## src/rtl/fetch_pc_unit.sv

```systemverilog
// fetch_pc_unit
// -----------------------------------------------------------------------------
// Instruction-fetch stage. Owns the program counter, issues instruction-memory
// requests, and fills the IF/ID pipeline register. Redirects come from the
// ID-stage jump logic (Jump/JumpAddress) and from EX-stage branch resolution
// (Branch/BranchTarget). Redirects that arrive while a memory access is still
// outstanding are parked in a pending register, so the request address stays
// stable until the memory completes.
//
// Parameters:
//   RESET_PC        PC value loaded on reset
//
// Ports:
//   Clk             system clock, rising edge
//   Reset           asynchronous, active-high reset
//   Stall           hold PC and IF/ID contents
//   Jump            ID stage: take JumpAddress
//   JumpAddress     jump target
//   Branch          EX stage: branch taken (wins over Jump)
//   BranchTarget    branch target
//   IMemReady       memory: IMemInstr valid, access complete
//   IMemInstr       memory read data
//   IMemReq         fetch request (high whenever Reset is low)
//   IMemAddr        fetch address (always the PC register)
//   PCResult        current PC register
//   IF_Instruction  IF/ID instruction
//   IF_PCPlus4      IF/ID PC+4
//   IF_Valid        IF/ID holds a real instruction
// -----------------------------------------------------------------------------
module fetch_pc_unit #(
  parameter logic [31:0] RESET_PC = 32'h0000_0000
) (
  input  logic        Clk,
  input  logic        Reset,
  input  logic        Stall,
  input  logic        Jump,
  input  logic [31:0] JumpAddress,
  input  logic        Branch,
  input  logic [31:0] BranchTarget,
  input  logic        IMemReady,
  input  logic [31:0] IMemInstr,
  output logic        IMemReq,
  output logic [31:0] IMemAddr,
  output logic [31:0] PCResult,
  output logic [31:0] IF_Instruction,
  output logic [31:0] IF_PCPlus4,
  output logic        IF_Valid
);

  typedef enum logic [1:0] {
    ST_FETCH   = 2'd0,  // access issued to PC this cycle
    ST_WAIT    = 2'd1,  // access outstanding, no redirect pending
    ST_DISCARD = 2'd2   // access outstanding, its data will be dropped
  } state_t;

  state_t      state_reg, state_next;
  logic [31:0] pc_reg, pc_next;
  logic [31:0] pending_reg, pending_next;
  logic [31:0] if_instr_reg, if_instr_next;
  logic [31:0] if_pcplus4_reg, if_pcplus4_next;
  logic        if_valid_reg, if_valid_next;

  logic        redirect;
  logic [31:0] redirect_raw;
  logic [31:0] redirect_target;
  logic [31:0] pc_plus4;

  // The branch is the older instruction, so it takes priority over a jump.
  assign redirect        = Branch | Jump;
  assign redirect_raw    = Branch ? BranchTarget : JumpAddress;
  assign redirect_target = redirect_raw & ~32'h0000_0003;

  // Wraps naturally at 2^32.
  assign pc_plus4 = pc_reg + 32'd4;

  // -------------------------------------------------------------------------
  // State register
  // -------------------------------------------------------------------------
  always_ff @(posedge Clk or posedge Reset) begin
    if (Reset) begin
      state_reg      <= ST_FETCH;
      pc_reg         <= RESET_PC;
      pending_reg    <= 32'h0000_0000;
      if_instr_reg   <= 32'h0000_0000;
      if_pcplus4_reg <= 32'h0000_0000;
      if_valid_reg   <= 1'b0;
    end else begin
      state_reg      <= state_next;
      pc_reg         <= pc_next;
      pending_reg    <= pending_next;
      if_instr_reg   <= if_instr_next;
      if_pcplus4_reg <= if_pcplus4_next;
      if_valid_reg   <= if_valid_next;
    end
  end

  // -------------------------------------------------------------------------
  // Next-state logic
  // -------------------------------------------------------------------------
  always_comb begin
    state_next      = state_reg;
    pc_next         = pc_reg;
    pending_next    = pending_reg;
    if_instr_next   = if_instr_reg;
    if_pcplus4_next = if_pcplus4_reg;
    if_valid_next   = if_valid_reg;

    unique case (state_reg)
      ST_FETCH, ST_WAIT: begin
        if (IMemReady) begin
          state_next = ST_FETCH;
          if (redirect) begin
            // Redirect overrides Stall: the instruction just fetched is on
            // the wrong path, so flush IF/ID and go to the target.
            pc_next       = redirect_target;
            if_instr_next = 32'h0000_0000;
            if_valid_next = 1'b0;
          end else if (!Stall) begin
            if_instr_next   = IMemInstr;
            if_pcplus4_next = pc_plus4;
            if_valid_next   = 1'b1;
            pc_next         = pc_plus4;
          end
          // Stall with no redirect: data dropped, same PC re-issued next
          // cycle (reads are side-effect free).
        end else begin
          if (redirect) begin
            // PC must stay put until this access finishes; park the target.
            state_next    = ST_DISCARD;
            pending_next  = redirect_target;
            if_instr_next = 32'h0000_0000;
            if_valid_next = 1'b0;
          end else begin
            state_next = ST_WAIT;
            if (!Stall) begin
              if_valid_next = 1'b0;
            end
          end
        end
      end

      ST_DISCARD: begin
        if (IMemReady) begin
          // Data from the abandoned path is dropped; a redirect arriving
          // this very cycle is newer than the parked one.
          state_next = ST_FETCH;
          pc_next    = redirect ? redirect_target : pending_reg;
        end else if (redirect) begin
          pending_next = redirect_target;
        end
        if_valid_next = 1'b0;
      end

      default: begin
        state_next = ST_FETCH;
      end
    endcase
  end

  // -------------------------------------------------------------------------
  // Outputs
  // -------------------------------------------------------------------------
  assign IMemReq        = ~Reset;
  assign IMemAddr       = pc_reg;
  assign PCResult       = pc_reg;
  assign IF_Instruction = if_instr_reg;
  assign IF_PCPlus4     = if_pcplus4_reg;
  assign IF_Valid       = if_valid_reg;

endmodule

```

## config.mk

```make
export PLATFORM = sky130hd
export DESIGN_NAME = fetch_pc_unit
export DESIGN_NICKNAME = d
export VERILOG_FILES = /design/src/rtl/fetch_pc_unit.sv
export SDC_FILE = /design/constraint.sdc
export NUM_CORES = 1
export LEC_CHECK = 0
export ABC_AREA = 1
export BUFFER_PORTS_ARGS = -buffer_cell sky130_fd_sc_hd__clkbuf_2
export CAP_MARGIN = 20
export CORE_ASPECT_RATIO = 1.75
export CORE_UTILIZATION = 35
export DETAILED_ROUTE_END_ITERATION = 8
export GPL_TIMING_DRIVEN = 0
export SYNTH_ARGS = -nofsm -noshare
export SYNTH_HDL_FRONTEND = slang
export SYNTH_SLANG_ARGS = --single-unit
```

## constraint.sdc

```tcl
create_clock -name Clk -period 7.83 [get_ports Clk]
set_input_delay 0.3915 -clock Clk [delete_from_list [all_inputs] [get_ports Clk]]
set_output_delay 0.3915 -clock Clk [all_outputs]
set_load 0.005 [all_outputs]
```

==> results.py <==
metrics = {
    "job": {
        "cap_violations": 0,
    },
    "place": {
        "dp_hpwl_um": 16700,
        "gp_congestion": 0.873,
        "port_buffers": 227,
    },
    "worst_hold_path": {
        "min_path_cells": 3,
        "hold_start": "IMemInstr[17]",
        "hold_end": "IF_Instruction[17]$_DFFE_PP0P_",
        "hold_path_class": "input port to flop",
    },
    "clocking": {
        "clkTransAtPathRegs_ns": 0.06,
        "root_buffer": "clkbuf_16",
        "clockBufferDepth": 2,
        "clk_latency_ns": 0.42,
        "cts_tree": "done",
        "cts.sinks": 131,
        "cts_buffers": 17,
        "cts_setup_buffers": 0,
        "htree_num_levels": 4,
        "cts_resized": 0,
    },
    "worst_setup_path": {
        "cp.arrival_ns": 2.09,
        "crit_type": "input port to output pin",
        "cp_max_fo": 88,
        "cpMostUsedCell": "clkbuf_2",
        "crit_path_start_kind": "input port",
        "critPathMaxStageDelay_ns": 0.54,
        "worstReg2RegEnd": "IMemAddr[28]$_DFFE_PP0P_",
        "r2r_setup_slack_ns": 5.80,
        "reg2regPathDepth": 9,
        "required_ns": 7.44,
        "startpoint": "Reset",
        "r2r_start": "IMemAddr[2]$_DFFE_PP0P_",
        "slowest_stage": "dlygate4sd3_1",
        "path_cells": "dlygate4sd3_1 -> clkbuf_2 -> inv_6 -> buf_16 -> clkbuf_2",
        "critPathCaptureType": "output pin",
    },
    "drt": {
        "met3_length_um": 914,
        "drtAntennaViolNets": 0,
        "via_per_inst": 4.66,
        "m1WireLength_um": 8080,
        "first_pass_iters": 5,
        "routed.top_layer": "met4",
        "dr_wl_met2_um": 11400,
        "drc_errors": 0,
        "wl_um": 21100,
        "routedWlPerCell_um": 15.0,
        "drtIter0Drc": 279,
        "num_vias": 6570,
    },
    "synthesis": {
        "yosys_warnings": 0,
        "synth_cells": 909,
        "synth_edf_count": 0,
        "ys_seq_elements": 131,
        "yosysSeqAreaShare_pct": 47.7,
        "avgSynthCellArea_um2": 7.57,
        "ys.flop_type": "dfrtp_1",
        "yosys.cell_types.count": 31,
        "syn_nets": 1012,
        "async_reset_ff_share_pct": 100,
        "syn_area_um2": 6880,
    },
    "final_layout": {
        "areaGrowthSynthToFinish_pct": 30.0,
        "drive_above_1_share_pct": 29.0,
        "nets": 1260,
        "antenna_cells": 0,
    },
    "floorplan": {
        "start_util_pct": 35.8,
        "die-area_um2": 20200,
        "fp-row-count": 67,
        "boundaryPins": 232,
        "dieWidth_um": 108,
        "die_h_um": 187,
        "core_um2": 19200,
    },
    "outcome": {
        "status": "completed",
    },
    "sta": {
        "hold_viol": 0,
        "setup_violations": 0,
        "finalMaxSlewViolations": 0,
        "timing.fmax_ghz": 0.403,
        "tightest_slew_ns": 0.528,
        "holdWs_ns": 0.176,
        "rsz0062_at_grt": "false",
        "min_period_ns": 2.48,
        "post-route-period-util_pct": 31.7,
        "fin_worst_skew_ns": 0.00870,
        "setup-tns-final_ns": 0,
        "maxSlewHeadroom_pct": 64.8,
    },
    "global_route": {
        "grtUsageTotal_pct": 21.8,
        "overflow": 0,
        "grt_pass1_wl_um": 33200,
        "grt_pass1_vias": 6209,
        "grt_max_degree": 89,
        "antenna_found_initial": 0,
    },
    "power": {
        "leakagePower_nw": 4.72,
        "power.density_nw_per_um2": 241,
        "ir_worst_vdd_mv": 0.115,
    },
}
[logic make-up after synthesis]
kind of cell             count (synthesis)  synth area share (%)
XOR/XNOR                                15                  1.91
AND/OR/NAND/NOR                        422                  24.6
flip-flops                             131                  47.7
AO/OA/AOI/OAI                          161                  13.4
buffers and inverters                  179                  12.3
adder cells (fa/ha/maj)                  1                 0.182
[timing repair]
item                                    4_1_cts  5_1_grt
hold endpoints to repair                     25        0
endpoints found under the setup margin        0        0
hold buffers                                  1        0
[report_power, final]
group	switching [W]	internal, W
clock	0.000317	0.000471
combinational	0.000267	0.000230
sequential	0.0000914	0.000779
total	0.000676	0.00148
[layout make-up]
cell class	instances	area (µm²)
Fill cell	1983	10300
Sequential cell	131	3280
Multi-Input combinational cell	599	2750
Timing Repair Buffer	229	1170
Buffer	72	443
Clock buffer	17	425
Inverter	107	407
Tap cell	241	302
Clock inverter	15	156
[cell usage in the layout, fill, tap and decap left out, types with 21 or more instances in the layout]
master,instances
nand2_1,276
clkbuf_2,227
dfrtp_1,131
inv_1,100
nor2_1,95
o21ai_0,93
buf_4,39
nand3_1,33
o22ai_1,28
buf_2,21
[cells in the mapped netlist (2+ instances only)]
library cell    n  area, µm²
inv_1         101        379
inv_2           6       22.5
buf_2          21        105
dfrtp_1       131       3280
a21oi_1         6       30.0
o32ai_1         2       17.5
nor2_1         95        357
o22ai_1        28        175
nand2_1       276       1040
nor2_4          4       45.0
a22oi_1         4       30.0
buf_4          39        293
a21boi_1       18        135
or2_2           5       31.3
clkbuf_1       11       41.3
a2bb2oi_1       2       17.5
o21ai_0        93        465
nand3_1        33        165
or2_0           4       25.0
xor2_1         15        131
o21ai_1         5       25.0
[how the worst max path moves through the flow]
stage | slack, ns | endpoint | depth (start not counted)
after floorplan | 3.90 | IF_Instruction[0]$_DFFE_PP0P_ | 1
after global placement | 2.22 | IF_PCPlus4[7]$_DFFE_PP0P_ | 2
after detailed placement | 5.79 | IMemAddr[28]$_DFFE_PP0P_ | 9
after CTS | 5.32 | IMemReq | 5
after global routing | 5.22 | IMemReq | 5
final | 5.35 | IMemReq | 5
[per-layer routing]
layer	global-route usage, %	vias to the layer above
met1	23.9	3007
li1	-	3328
met5	0	-
met2	39.3	195
met3	4.56	40
met4	10.1	0
[stage by stage]
stage | total power (W) | cells | utilization (%) | instance area, µm² | worst slack, ns
2_1_floorplan | 0.00115 | 909 | - | 6880 | 3.90
3_3_place_gp | 0.00138 | 1377 | 43.3 | 8310 | 2.22
3_5_place_dp | 0.00138 | 1378 | 43.5 | 8350 | 5.79
4_1_cts | 0.00218 | 1411 | 46.6 | 8940 | 5.32
5_1_grt | 0.00228 | 1411 | 46.6 | 8940 | 5.22
6_report | 0.00216 | 1411 | 46.6 | 8940 | 5.35
[worst max-delay path, delay by kind of cell]
kind / cells / cell delay, ns
buffers and inverters: 5 / 1.59
(Power assumes the default switching activity.)
